`src/rtl/uart_pkg.sv`:
```
// Shared UART definitions: FSM encodings and oversampling/stop-bit presets.
// Used by uart_tx, uart_rx and baud_rate_gen.
package uart_pkg;

  typedef enum logic [3:0] {
    ST_IDLE  = 4'b0001,
    ST_START = 4'b0010,
    ST_DATA  = 4'b0100,
    ST_STOP  = 4'b1000
  } uart_state_e;

  localparam int OVERSAMPLE_DEF = 16;

  localparam int SB_TICK_1   = 16;
  localparam int SB_TICK_1P5 = 24;
  localparam int SB_TICK_2   = 32;

endpackage

```
`src/rtl/uart_tx.sv`:
```
// 8N1 UART transmitter paced by an external 16x oversampling tick.
// Accepts a byte on i_tx_start and pulses o_tx_done as the stop bit ends.
module uart_tx
  import uart_pkg::*;
#(
  parameter int NB_DATA    = 8,
  parameter int SB_TICK    = SB_TICK_1,
  parameter int OVERSAMPLE = OVERSAMPLE_DEF
) (
  input  logic               i_clk,
  input  logic               i_reset,
  input  logic               i_tick,
  input  logic               i_tx_start,
  input  logic [NB_DATA-1:0] i_data,
  output logic               o_tx,
  output logic               o_tx_done,
  output logic               o_busy
);

  localparam int CNT_MAX = (OVERSAMPLE > SB_TICK) ? OVERSAMPLE : SB_TICK;
  localparam int CW      = $clog2(CNT_MAX);
  localparam int IW      = $clog2(NB_DATA);

  localparam logic [CW-1:0] CNT_OS   = CW'(OVERSAMPLE - 1);
  localparam logic [CW-1:0] CNT_SB   = CW'(SB_TICK - 1);
  localparam logic [IW-1:0] IDX_LAST = IW'(NB_DATA - 1);

  uart_state_e        state_q;
  logic [CW-1:0]      cnt_q;
  logic [IW-1:0]      idx_q;
  logic [NB_DATA-1:0] shift_q;
  logic [NB_DATA-1:0] shift_d;
  logic               tx_q;
  logic               done_q;

  assign shift_d = shift_q >> 1;

  // tx_q is loaded with the level of the state being entered,
  // so the line moves in the same cycle as the state.
  always_ff @(posedge i_clk) begin
    if (i_reset) begin
      state_q <= ST_IDLE;
      cnt_q   <= '0;
      idx_q   <= '0;
      shift_q <= '0;
      tx_q    <= 1'b1;
      done_q  <= 1'b0;
    end else begin
      done_q <= 1'b0;
      unique case (state_q)
        ST_IDLE: begin
          if (i_tx_start) begin
            shift_q <= i_data;
            cnt_q   <= '0;
            state_q <= ST_START;
            tx_q    <= 1'b0;
          end
        end
        ST_START: begin
          if (i_tick) begin
            if (cnt_q == CNT_OS) begin
              cnt_q   <= '0;
              idx_q   <= '0;
              state_q <= ST_DATA;
              tx_q    <= shift_q[0];
            end else begin
              cnt_q <= cnt_q + CW'(1);
            end
          end
        end
        ST_DATA: begin
          if (i_tick) begin
            if (cnt_q == CNT_OS) begin
              cnt_q   <= '0;
              shift_q <= shift_d;
              if (idx_q == IDX_LAST) begin
                state_q <= ST_STOP;
                tx_q    <= 1'b1;
              end else begin
                idx_q <= idx_q + IW'(1);
                tx_q  <= shift_d[0];
              end
            end else begin
              cnt_q <= cnt_q + CW'(1);
            end
          end
        end
        ST_STOP: begin
          if (i_tick) begin
            if (cnt_q == CNT_SB) begin
              cnt_q   <= '0;
              state_q <= ST_IDLE;
              done_q  <= 1'b1;
            end else begin
              cnt_q <= cnt_q + CW'(1);
            end
          end
        end
        default: begin
          state_q <= ST_IDLE;
          tx_q    <= 1'b1;
        end
      endcase
    end
  end

  assign o_tx      = tx_q;
  assign o_tx_done = done_q;
  assign o_busy    = (state_q != ST_IDLE);

endmodule
```
`config.mk`:
```
export PLATFORM = sky130hd
export DESIGN_NAME = uart_tx
export DESIGN_NICKNAME = d
export VERILOG_FILES = /design/src/rtl/uart_pkg.sv /design/src/rtl/uart_tx.sv
export SDC_FILE = /design/constraint.sdc
export NUM_CORES = 1
export LEC_CHECK = 0
export CAP_MARGIN = 20
export CORE_ASPECT_RATIO = 0.7
export CORE_UTILIZATION = 62
export CTS_BUF_LIST = sky130_fd_sc_hd__clkbuf_8
export CTS_CLUSTER_SIZE = 14
export DETAILED_ROUTE_END_ITERATION = 7
export DONT_BUFFER_PORTS = 1
export PLACE_DENSITY = 0.76
export SLEW_MARGIN = 20
export SYNTH_ARGS = -nofsm -noshare
export SYNTH_HDL_FRONTEND = slang
export SYNTH_SLANG_ARGS = --single-unit
export TNS_END_PERCENT = 100
```
`constraint.sdc`:
```
create_clock -name i_clk -period 2.1 [get_ports i_clk]
set_input_delay 0.42 -clock i_clk [delete_from_list [all_inputs] [get_ports i_clk]]
set_output_delay 0.42 -clock i_clk [all_outputs]
set_load 0.005 [all_outputs]
```
==> flow_metrics.env <==
export IMPL_synth_area_leaders="dfxtp_1 36%, a21oi_1 7.8%, nand2_1 7.2%"
export IMPL_synth_largest_area_cell="dfxtp_1"
export IMPL_fin_util_pct=73.7
export IMPL_setup_tns_ns=0
export IMPL_yosysTopAreaCellShare_pct=36.5
export IMPL_worstHoldPathCells=1
export IMPL_htree_levels=1
export IMPL_synth_edff_count=0
export IMPL_drive_gt1_share_pct=15.3
export IMPL_viasPerCell=6.16
export IMPL_r2r_slack_ns=0.27
export IMPL_crit_path_start_kind="flop"
export IMPL_grt_max_degree=26
export IMPL_cts_path_max_buffers=2
export IMPL_worstPathMaxFanout=11
export IMPL_final_cells=165
export IMPL_vias=1017
export IMPL_ys_seq_area_share_pct=36.5
export IMPL_core_area_um2=1670
export IMPL_p_comb_share_pct=20.5
export IMPL_grt_total_usage_pct=26.0
export IMPL_setup_violations=0
export IMPL_dieHeight_um=38.1
export IMPL_num_antenna_cells=0
export IMPL_cts_hold_buf=0
export IMPL_path_class="flop to flop"
export IMPL_preCtsSetupSlack_ns=0.0370
export IMPL_rsz0062_at_grt="false"
export IMPL_skew_ns=0.00212
export IMPL_timing_slew_headroom_pct=56.9
export IMPL_syn_inst=143
export IMPL_period_needed_ns=1.83
export IMPL_drc=0
export IMPL_intPower_uw=651
export IMPL_max_freq_mhz=545
export IMPL_outcome="finished clean"
export IMPL_hold_class="input pin to flop"
export IMPL_initial_core_util_pct=69.1
export IMPL_p_per_area_nw_per_um2=744
export IMPL_pwr_share_clk_pct=28.6
export IMPL_switching_share_pct=28.8
export IMPL_place_inst=159
export IMPL_dr_pass1_iters=4
export IMPL_numCtsBuffers=3
export IMPL_synth_cell_types=39
export IMPL_clk_pin_slew_ns=0.07
export IMPL_synth_area_um2=1150
export IMPL_drtAntennaViolNets=0
export IMPL_tritoncts="built"
export IMPL_drtIter0Drc=28
export IMPL_drv_cap=0
export IMPL_r2r_cells=4
export IMPL_nets=160
export IMPL_cts_root_buffer="clkbuf_8"
export IMPL_syn_area_per_cell_um2=8.06
export IMPL_hold_end="cnt_q[1]"
export IMPL_rows=12
export IMPL_vdd_drop_max_uv=633
export IMPL_dp_hpwl_um=1720
export IMPL_overflow=0
export IMPL_globalplace_congestion=0.905
export IMPL_ys_ff_latch=21
export IMPL_grt_pass1_wl_um=3680
export IMPL_layout_setup_ws_ns=0.266
export IMPL_drv_slew=0
export IMPL_switchingPower_uw=263
export IMPL_worstMarginPinSlew_ns=0.646
export IMPL_port_buffer_count=0
export IMPL_fin_crit_sh_pct=87.3
export IMPL_antenna_found_initial=0
export IMPL_grt_pass1_vias=838
export IMPL_wire_per_inst_um=14.3
export IMPL_io_pins=15
export IMPL_cp_data_arrival_time_ns=2.02
export IMPL_synth_nets=158
export IMPL_async_flop_share_pct=0
export IMPL_synth_main_ff_cell="dfxtp_1"
export IMPL_clkLatencyLatePin_ns=0.26
export IMPL_power_frac_seq_pct=50.9
export IMPL_routed_wl_um=2370
export IMPL_end_kind="flop"
export IMPL_die_area_um2=2040
export IMPL_hold_start="i_reset"
export IMPL_dieWidth_um=53.5
export IMPL_syn_to_final_growth_pct=6.62
export IMPL_clock_sinks=21
export IMPL_crit_required_ns=2.29
export IMPL_p_leak_nw=0.485
export IMPL_ys_warn_count=0
export IMPL_r2r_end="cnt_q[2]"
export IMPL_final_hold_viol_count=0
export IMPL_r2r_start="state_q[0]"
[layout make-up]
cell class	count	area, µm²
Clock buffer	3	41.3
Clock inverter	1	5.00
Fill cell	122	438
Inverter	2	7.51
Multi-Input combinational cell	111	678
Sequential cell	21	425
Tap cell	21	26.3
Timing Repair Buffer	6	45.0
[through the flow]
stage / hold WS [ns] / total power [mW] / cell area (µm²)
2_1_floorplan: 0.432 / 0.614 / 1150
3_3_place_gp: 0.437 / 0.639 / 1160
3_5_place_dp: 0.448 / 0.644 / 1160
4_1_cts: 0.213 / 0.906 / 1200
5_1_grt: 0.201 / 0.969 / 1230
6_report: 0.221 / 0.914 / 1230
[critical path, cell delays in order, from the launching register on]
cell      delay, ns
dfxtp_2        0.46
nor4b_4        0.38
a222oi_1       0.26
or4b_1         0.50
o22ai_1        0.16
[power by group through the flow]
| stage | Sequential, mW | Clock [mW] | Combinational [mW] |
|---|---|---|---|
| floorplan | 0.447 | 0 | 0.167 |
| global placement | 0.471 | 0 | 0.169 |
| detailed placement | 0.472 | 0 | 0.172 |
| CTS | 0.463 | 0.269 | 0.173 |
| global route | 0.470 | 0.291 | 0.209 |
| finish | 0.465 | 0.262 | 0.187 |
[worst max path at each step]
stage | start | endpoint | slack, ns | cells after the start
after floorplan | cnt_q[0] | shift_q[0] | 0.38 | 7
after global placement | state_q[0] | cnt_q[2] | 0.15 | 4
after detailed placement | state_q[3] | cnt_q[0] | 0.04 | 5
after CTS | state_q[3] | cnt_q[0] | 0.03 | 5
after global routing | state_q[3] | cnt_q[0] | 0.11 | 5
final | state_q[0] | cnt_q[2] | 0.27 | 4
[logic make-up (layout without fill, tap and decap cells)]
| group | after synthesis | in the layout | share of synthesized area, % |
|---|---|---|---|
| AND/OR/NAND/NOR | 67 | 67 | 32.8 |
| AO/OA/AOI/OAI | 38 | 38 | 19.9 |
| flip-flops | 21 | 21 | 36.5 |
| buffers and inverters | 11 | 12 | 5.10 |
| adder cells (fa/ha/maj) | 3 | 3 | 3.26 |
| multiplexers | 2 | 2 | 1.74 |
| XOR/XNOR | 1 | 1 | 0.760 |
[synthesized netlist by cell type (2+ instances only)]
| cell type | count |
|---|---|
| o21ai_0 | 5 |
| mux2i_1 | 2 |
| o22ai_1 | 2 |
| o2111ai_1 | 2 |
| nand2_1 | 22 |
| buf_4 | 2 |
| or4b_1 | 2 |
| dfxtp_1 | 21 |
| nand2b_1 | 4 |
| inv_1 | 2 |
| nand4_1 | 2 |
| ha_1 | 3 |
| nor3_1 | 2 |
| a31oi_1 | 3 |
| nand3_1 | 3 |
| buf_2 | 2 |
| clkbuf_1 | 4 |
| nor2_1 | 19 |
| a21oi_1 | 18 |
| nor4b_2 | 3 |
| o21ai_1 | 2 |
[placed cells by master (no fill, tap or decap), types with 3 or more instances in the layout]
cell type   n
a21oi_1    18
a31oi_1     3
buf_4       6
clkbuf_8    3
dfxtp_1    17
dfxtp_2     4
ha_1        3
nand2_1    22
nand2b_1    4
nand3_1     3
nor2_1     19
nor4b_2     3
o21ai_0     5
[registers in the layout, summed over array words and instances, names as in the netlist]
signal / count
idx_q: 3
o_tx_done: 1
o_tx: 1
state_q: 4
shift_q: 8
cnt_q: 4
[repair_timing]
item	4_1_cts	5_1_grt
setup buffers	0	2
setup endpoints to repair	0	10
resized for setup	0	5
[metal layers]
metal / global-route usage, % / routed length, µm / vias up
met5: 0 / 0 / -
met4: 9.21 / 20 / 0
met3: 8.73 / 143 / 5
met2: 40.0 / 1030 / 27
met1: 33.7 / 1170 / 469
li1: - / - / 516
Note: power is estimated with default switching activity, not from simulation.
